### src/rtl/nes_pkg.sv
// Shared constants for the NES button event block.
// Button indices, event field positions, scanner states.
package nes_pkg;

   localparam int BTN_A      = 7;
   localparam int BTN_B      = 6;
   localparam int BTN_SELECT = 5;
   localparam int BTN_START  = 4;
   localparam int BTN_UP     = 3;
   localparam int BTN_DOWN   = 2;
   localparam int BTN_LEFT   = 1;
   localparam int BTN_RIGHT  = 0;

   localparam int EVT_PRESS   = 3;
   localparam int EVT_IDX_MSB = 2;
   localparam int EVT_IDX_LSB = 0;

   typedef enum logic {
      SC_IDLE = 1'b0,
      SC_SCAN = 1'b1
   } scan_state_e;

endpackage

### src/rtl/nes_evt_fifo.sv
// Synchronous event FIFO with registered head, count and drop flag.
// Ports: push_i/data_i write, pop_i read, head_o/empty_o/count_o/drop_o.
module nes_evt_fifo #(
   parameter int DEPTH = 8,
   parameter int AW    = 3,
   parameter int W     = 4
) (
   input  logic          clk,
   input  logic          reset,
   input  logic          push_i,
   input  logic [W-1:0]  data_i,
   input  logic          pop_i,
   output logic [W-1:0]  head_o,
   output logic          empty_o,
   output logic [AW:0]   count_o,
   output logic          drop_o
);

   logic [W-1:0]  mem_q [DEPTH];
   logic [AW-1:0] wr_q, rd_q, rd_d;
   logic [AW:0]   cnt_q, cnt_d;
   logic [W-1:0]  head_q, head_d;
   logic          full, wr_en, rd_en;

   assign full    = (cnt_q == (AW+1)'(DEPTH));
   assign empty_o = (cnt_q == '0);
   assign rd_en   = pop_i & ~empty_o;
   // a pop frees the slot being written when full
   assign wr_en   = push_i & (~full | rd_en);
   assign drop_o  = push_i & full & ~rd_en;
   assign head_o  = head_q;
   assign count_o = cnt_q;

   always_comb begin
      rd_d   = rd_q + AW'(rd_en);
      cnt_d  = cnt_q + (AW+1)'(wr_en) - (AW+1)'(rd_en);
      head_d = '0;
      if (cnt_d != '0) begin
         // bypass when the new entry becomes the head
         if (wr_en && (wr_q == rd_d))
            head_d = data_i;
         else
            head_d = mem_q[rd_d];
      end
   end

   always_ff @(posedge clk or negedge reset) begin
      if (!reset) begin
         wr_q   <= '0;
         rd_q   <= '0;
         cnt_q  <= '0;
         head_q <= '0;
         for (int i = 0; i < DEPTH; i++)
            mem_q[i] <= '0;
      end else begin
         if (wr_en) begin
            mem_q[wr_q] <= data_i;
            wr_q        <= wr_q + AW'(1);
         end
         rd_q   <= rd_d;
         cnt_q  <= cnt_d;
         head_q <= head_d;
      end
   end

endmodule

### src/rtl/nes_btn_events.sv
// Debounces NES controller frames and queues press/release events.
// Ports: nes_latch/nes_btns in, btn_state, evt_* handshake, overflow.
module nes_btn_events
   import nes_pkg::*;
#(
   parameter int DEBOUNCE_FRAMES = 2,
   parameter int FIFO_DEPTH      = 8,
   parameter int FIFO_AW         = 3
) (
   input  logic               clk,
   input  logic               reset,
   input  logic               nes_latch,
   input  logic [7:0]         nes_btns,
   output logic [7:0]         btn_state,
   output logic               evt_valid,
   output logic [3:0]         evt_data,
   input  logic               evt_ready,
   output logic [FIFO_AW:0]   evt_count,
   output logic               overflow,
   input  logic               overflow_clr
);

   localparam logic [3:0] DB = 4'(DEBOUNCE_FRAMES);

   logic [1:0]  sync_q;
   logic        dly_q, pulse, busy, smp_v, accept;
   logic        pend_q, pend_d, acc_q, push_q, push_d;
   logic        ovf_q, ovf_d, pop, empty, drop;
   logic [7:0]  raw, smp, cand_q, cand_d, btn_q, btn_d;
   logic [7:0]  chg_q, chg_d, praw_q, praw_d;
   logic [3:0]  cnt_q, cnt_d, new_cnt, pdat_q, pdat_d;
   logic [2:0]  idx_q, idx_d;
   scan_state_e st_q, st_d;

   assign pulse = sync_q[1] & ~dly_q;
   assign raw   = ~nes_btns;
   // no sampling between accept and end of scan
   assign busy  = acc_q | (st_q == SC_SCAN);
   assign smp_v = ~busy & (pend_q | pulse);
   assign smp   = pend_q ? praw_q : raw;

   always_comb begin
      cand_d  = cand_q;
      cnt_d   = cnt_q;
      pend_d  = pend_q;
      praw_d  = praw_q;
      btn_d   = btn_q;
      chg_d   = chg_q;
      st_d    = st_q;
      idx_d   = idx_q;
      push_d  = 1'b0;
      pdat_d  = pdat_q;
      new_cnt = 4'd1;
      accept  = 1'b0;

      // pending wins over a fresh pulse; the pulse then becomes pending
      if (pulse && (busy || pend_q)) begin
         pend_d = 1'b1;
         praw_d = raw;
      end else if (smp_v && pend_q) begin
         pend_d = 1'b0;
      end

      if (smp_v) begin
         if (smp == cand_q)
            new_cnt = (cnt_q >= DB) ? DB : cnt_q + 4'd1;
         cand_d = smp;
         cnt_d  = new_cnt;
         accept = (new_cnt == DB) && (smp != btn_q);
      end

      unique case (st_q)
         SC_IDLE: begin
            if (acc_q) begin
               btn_d = cand_q;
               chg_d = cand_q ^ btn_q;
               idx_d = 3'd7;
               st_d  = SC_SCAN;
            end
         end
         SC_SCAN: begin
            push_d = chg_q[idx_q];
            pdat_d[EVT_PRESS] = btn_q[idx_q];
            pdat_d[EVT_IDX_MSB:EVT_IDX_LSB] = idx_q;
            idx_d = idx_q - 3'd1;
            if (idx_q == 3'd0)
               st_d = SC_IDLE;
         end
      endcase

      ovf_d = ovf_q;
      if (drop)
         ovf_d = 1'b1;
      else if (overflow_clr)
         ovf_d = 1'b0;
   end

   always_ff @(posedge clk or negedge reset) begin
      if (!reset) begin
         sync_q <= '0;
         dly_q  <= 1'b0;
         cand_q <= '0;
         cnt_q  <= '0;
         acc_q  <= 1'b0;
         pend_q <= 1'b0;
         praw_q <= '0;
         btn_q  <= '0;
         chg_q  <= '0;
         st_q   <= SC_IDLE;
         idx_q  <= '0;
         push_q <= 1'b0;
         pdat_q <= '0;
         ovf_q  <= 1'b0;
      end else begin
         sync_q <= {sync_q[0], nes_latch};
         dly_q  <= sync_q[1];
         cand_q <= cand_d;
         cnt_q  <= cnt_d;
         acc_q  <= accept;
         pend_q <= pend_d;
         praw_q <= praw_d;
         btn_q  <= btn_d;
         chg_q  <= chg_d;
         st_q   <= st_d;
         idx_q  <= idx_d;
         push_q <= push_d;
         pdat_q <= pdat_d;
         ovf_q  <= ovf_d;
      end
   end

   assign pop = ~empty & evt_ready;

   nes_evt_fifo #(
      .DEPTH (FIFO_DEPTH),
      .AW    (FIFO_AW),
      .W     (4)
   ) u_fifo (
      .clk     (clk),
      .reset   (reset),
      .push_i  (push_q),
      .data_i  (pdat_q),
      .pop_i   (pop),
      .head_o  (evt_data),
      .empty_o (empty),
      .count_o (evt_count),
      .drop_o  (drop)
   );

   assign btn_state = btn_q;
   assign evt_valid = ~empty;
   assign overflow  = ovf_q;

endmodule

### config.mk
export PLATFORM = sky130hd
export DESIGN_NAME = nes_btn_events
export DESIGN_NICKNAME = d
export VERILOG_FILES = /design/src/rtl/nes_pkg.sv /design/src/rtl/nes_evt_fifo.sv /design/src/rtl/nes_btn_events.sv
export SDC_FILE = /design/constraint.sdc
export NUM_CORES = 1
export LEC_CHECK = 0
export BUFFER_PORTS_ARGS = -buffer_cell sky130_fd_sc_hd__buf_2
export CORE_MARGIN = 2
export CORE_UTILIZATION = 45
export DETAILED_ROUTE_END_ITERATION = 16
export PLACE_DENSITY = 0.73
export SETUP_SLACK_MARGIN = 0.15
export SLEW_MARGIN = 20
export SYNTH_ARGS = -nofsm -noshare
export SYNTH_HDL_FRONTEND = slang
export SYNTH_HIERARCHICAL = 1
export SYNTH_SLANG_ARGS = --single-unit
export TNS_END_PERCENT = 50
### constraint.sdc
create_clock -name clk -period 3.4 [get_ports clk]
set_input_delay 0.51 -clock clk [delete_from_list [all_inputs] [get_ports clk]]
set_output_delay 0.51 -clock clk [all_outputs]
set_load 0.005 [all_outputs]
==> out/results.ini <==
[run_status]
outcome = complete, no violations

[yosys]
synth_compound_area_frac = 0.0858
synth_top_family_by_area = multiplexers
ys_ff_latch = 97
synthAdderAreaFrac = 0.0356
yosys_most_used_dff = dfrtp_1
synth_edf_count = 0
netlist_area_mm2 = 0.00478
syn_nets = 427
ys_types = 45
synth_mux_area_frac = 0.173
yosys_warnings = 6
synthSimpleGateAreaFrac = 0.129
synthArstFlopShare = 1.00
syn_area_per_cell_um2 = 11.9
seq_area_frac_synth = 0.508
syn_inst = 401
synth_xor_area_frac = 0.0377

[clock_network]
cts_tree = done
cts_hold_buf = 0
clkSinkCount = 97
cts_buffer_depth = 2
cts_max_level = 3
clkSlewWorstSetupHoldPaths_ns = 0.09
cts_setup_buffers = 0
root_buffer = clkbuf_8
clk-insertion-delay-late_ns = 0.36
cts_buffers = 9
ctsResizeCount = 0

[sta]
slew_violations = 0
finalHoldViolCount = 0
period_minus_slack_ns = 2.99
timing.final.crit_share = 0.878
tightest_slew_ns = 0.831
finalSetupTns_ns = 0
relSlewSlack = 0.446
skew_ns = 0.0121
rsz0062_at_grt = false
layout_setup_ws_ns = 0.414
setup_viol = 0
max_freq_ghz = 0.335

[finish]
final_cell_count_no_fill = 569
stdcell_area_mm2 = 0.00525
drive_gt1_frac = 0.263
diodes = 0
nets = 455
syn_to_final_growth_pct = 9.84

[detailed_routing]
ant_nets = 0
drtPass1Iterations = 4
drt_iter0_drc = 141
finalWirelength_um = 8910
dr_total_vias = 3120
vias_per_cell = 5.48
wl_per_cell_um = 15.7
drc = 0

[critical_path]
critical_path.max_fanout = 4
r2r-end = u_fifo/head_o[0]
crit_start = u_fifo/count_o[2]
regToRegStartpoint = u_fifo/count_o[2]
crit_arrival_ns = 3.24
rrSetupSlack_ns = 0.41
cp-end-kind = register
cp-start-kind = register
required_ns = 3.65
reg2regPathDepth = 15
critPathKind = register to register

[die]
std_cell_rows = 37
num_io_pins = 31
die_width_um = 107
die_y_um = 107
start_util = 0.463
core_region_area_mm2 = 0.0103
die_area_mm2 = 0.0115

[place]
post-place-cells = 554
routabilityCongestion = 0.831
io_buffer_count = 30
place_ws_ns = 0.384
place_area_mm2 = 0.00505
dp_hpwl_um = 6470

[global_routing]
busiest_layer = met2
antenna_found_initial = 0
grt_pass1_vias = 3156
grt_start_max_net_pins = 63
use_met2 = 0.264
use_met1 = 0.241
grt_pass1_wl_um = 15500
grt_util_all_layers = 0.174
grt-ovfl-total = 0
gr-usage-met3 = 0.0359

[worst_hold_path]
hold_path.class = input port to async pin

[power_and_ir_drop]
finalPower_mw = 3.67
power_density_mw_per_mm2 = 698
power_leakage_nw = 2.51
ir_worst_vdd_v = 0.000379

[run]
cap_violations = 0

## per-layer routing
| layer | vias up | share of wire |
|---|---|---|
| met5 | - | 0 |
| met4 | 0 | 0.017 |
| met3 | 11 | 0.037 |
| met2 | 70 | 0.47 |
| met1 | 1551 | 0.48 |
| li1 | 1488 | - |
## sequential cells by signal, summed over array words and instances (netlist names), 4 cells and up
name / cells
praw_q: 8
chg_q: 8
cand_q: 8
u_fifo/head_o: 4
u_fifo/count_o: 4
pdat_q: 4
u_fifo/mem_q: 32
btn_state: 8
cnt_q: 4
## layout make-up
type                            count  area (um2)
Fill cell                         890        5070
Sequential cell                    97        2430
Multi-Input combinational cell    269        2210
Timing Repair Buffer               34         183
Tap cell                          136         170
Clock buffer                       13         159
Inverter                           18        67.6
Clock inverter                      2        37.5
## per-stage QoR
step                 util  hold WS (ns)
finish              0.509         0.226
global route        0.509         0.232
CTS                 0.509         0.226
detailed placement  0.490         0.336
global placement    0.490         0.335
floorplan               -         0.214
## report_power, final
part	switching, mW	internal (mW)	total, mW
clock	0.378	0.378	0.756
combinational	0.581	0.586	1.17
sequential	0.348	1.40	1.74
## kinds of logic after synthesis
logic type      Yosys count
compound gates           67
simple gates            109
xor+xnor                 19
mux                      61
flops                    97
fa+ha+maj                13
buf+inv                  35
## worst max path at each step
stage / to / cells after the start
global route: u_fifo/head_o[0] / 15
finish: u_fifo/head_o[0] / 15
floorplan: u_fifo/head_o[3] / 16
CTS: u_fifo/head_o[3] / 15
detailed placement: u_fifo/head_o[0] / 15
global placement: u_fifo/head_o[0] / 15
## cell usage after synthesis (all sizes together), types with 2 or more instances
master	count	share of area
nor2b	8	0.010
inv	18	0.014
nor2	11	0.0086
dfrtp	97	0.51
or2	4	0.0052
mux4	12	0.057
nor3	6	0.0063
a31oi	2	0.0026
buf	4	0.0068
o211a	4	0.0084
xnor2	15	0.027
o31a	3	0.0055
nand2	30	0.024
mux2	43	0.10
o31ai	8	0.015
ha	12	0.031
o21ai	32	0.033
a21oi	14	0.015
nand2b	3	0.0039
nand3	2	0.0021
and2b	11	0.018
nand4	7	0.0092
clkbuf	13	0.010
a21o	2	0.0031
mux2i	6	0.013
or4	4	0.0071
or3	13	0.017
xor2	3	0.0055
nor4	6	0.010
## critical path: stages (launching register included)
cell     delay, ns
dfrtp_1       0.37
inv_1         0.08
ha_1          0.21
nand2_1       0.10
inv_1         0.07
nor2b_2       0.15
and2b_2       0.19
o31ai_2       0.07
mux2i_1       0.14
ha_1          0.19
inv_1         0.06
fa_1          0.49
inv_1         0.07
nor4b_1       0.30
mux2i_1       0.22
o211a_1       0.18
## layout by cell type (no fill, tap or decap), drive strengths merged, types with 6 or more instances in the layout
| cell type | instances |
|---|---|
| o21ai | 32 |
| nand4 | 7 |
| nor2 | 11 |
| o31ai | 8 |
| ha | 12 |
| xnor2 | 15 |
| mux4 | 12 |
| nor4 | 6 |
| and2b | 11 |
| buf | 34 |
| nor2b | 8 |
| mux2i | 6 |
| or3 | 13 |
| a21oi | 14 |
| mux2 | 43 |
| nor3 | 6 |
| clkbuf | 13 |
| nand2 | 30 |
| dfrtp | 97 |
| inv | 18 |
No activity file was read; power rests on OpenSTA's default activity.
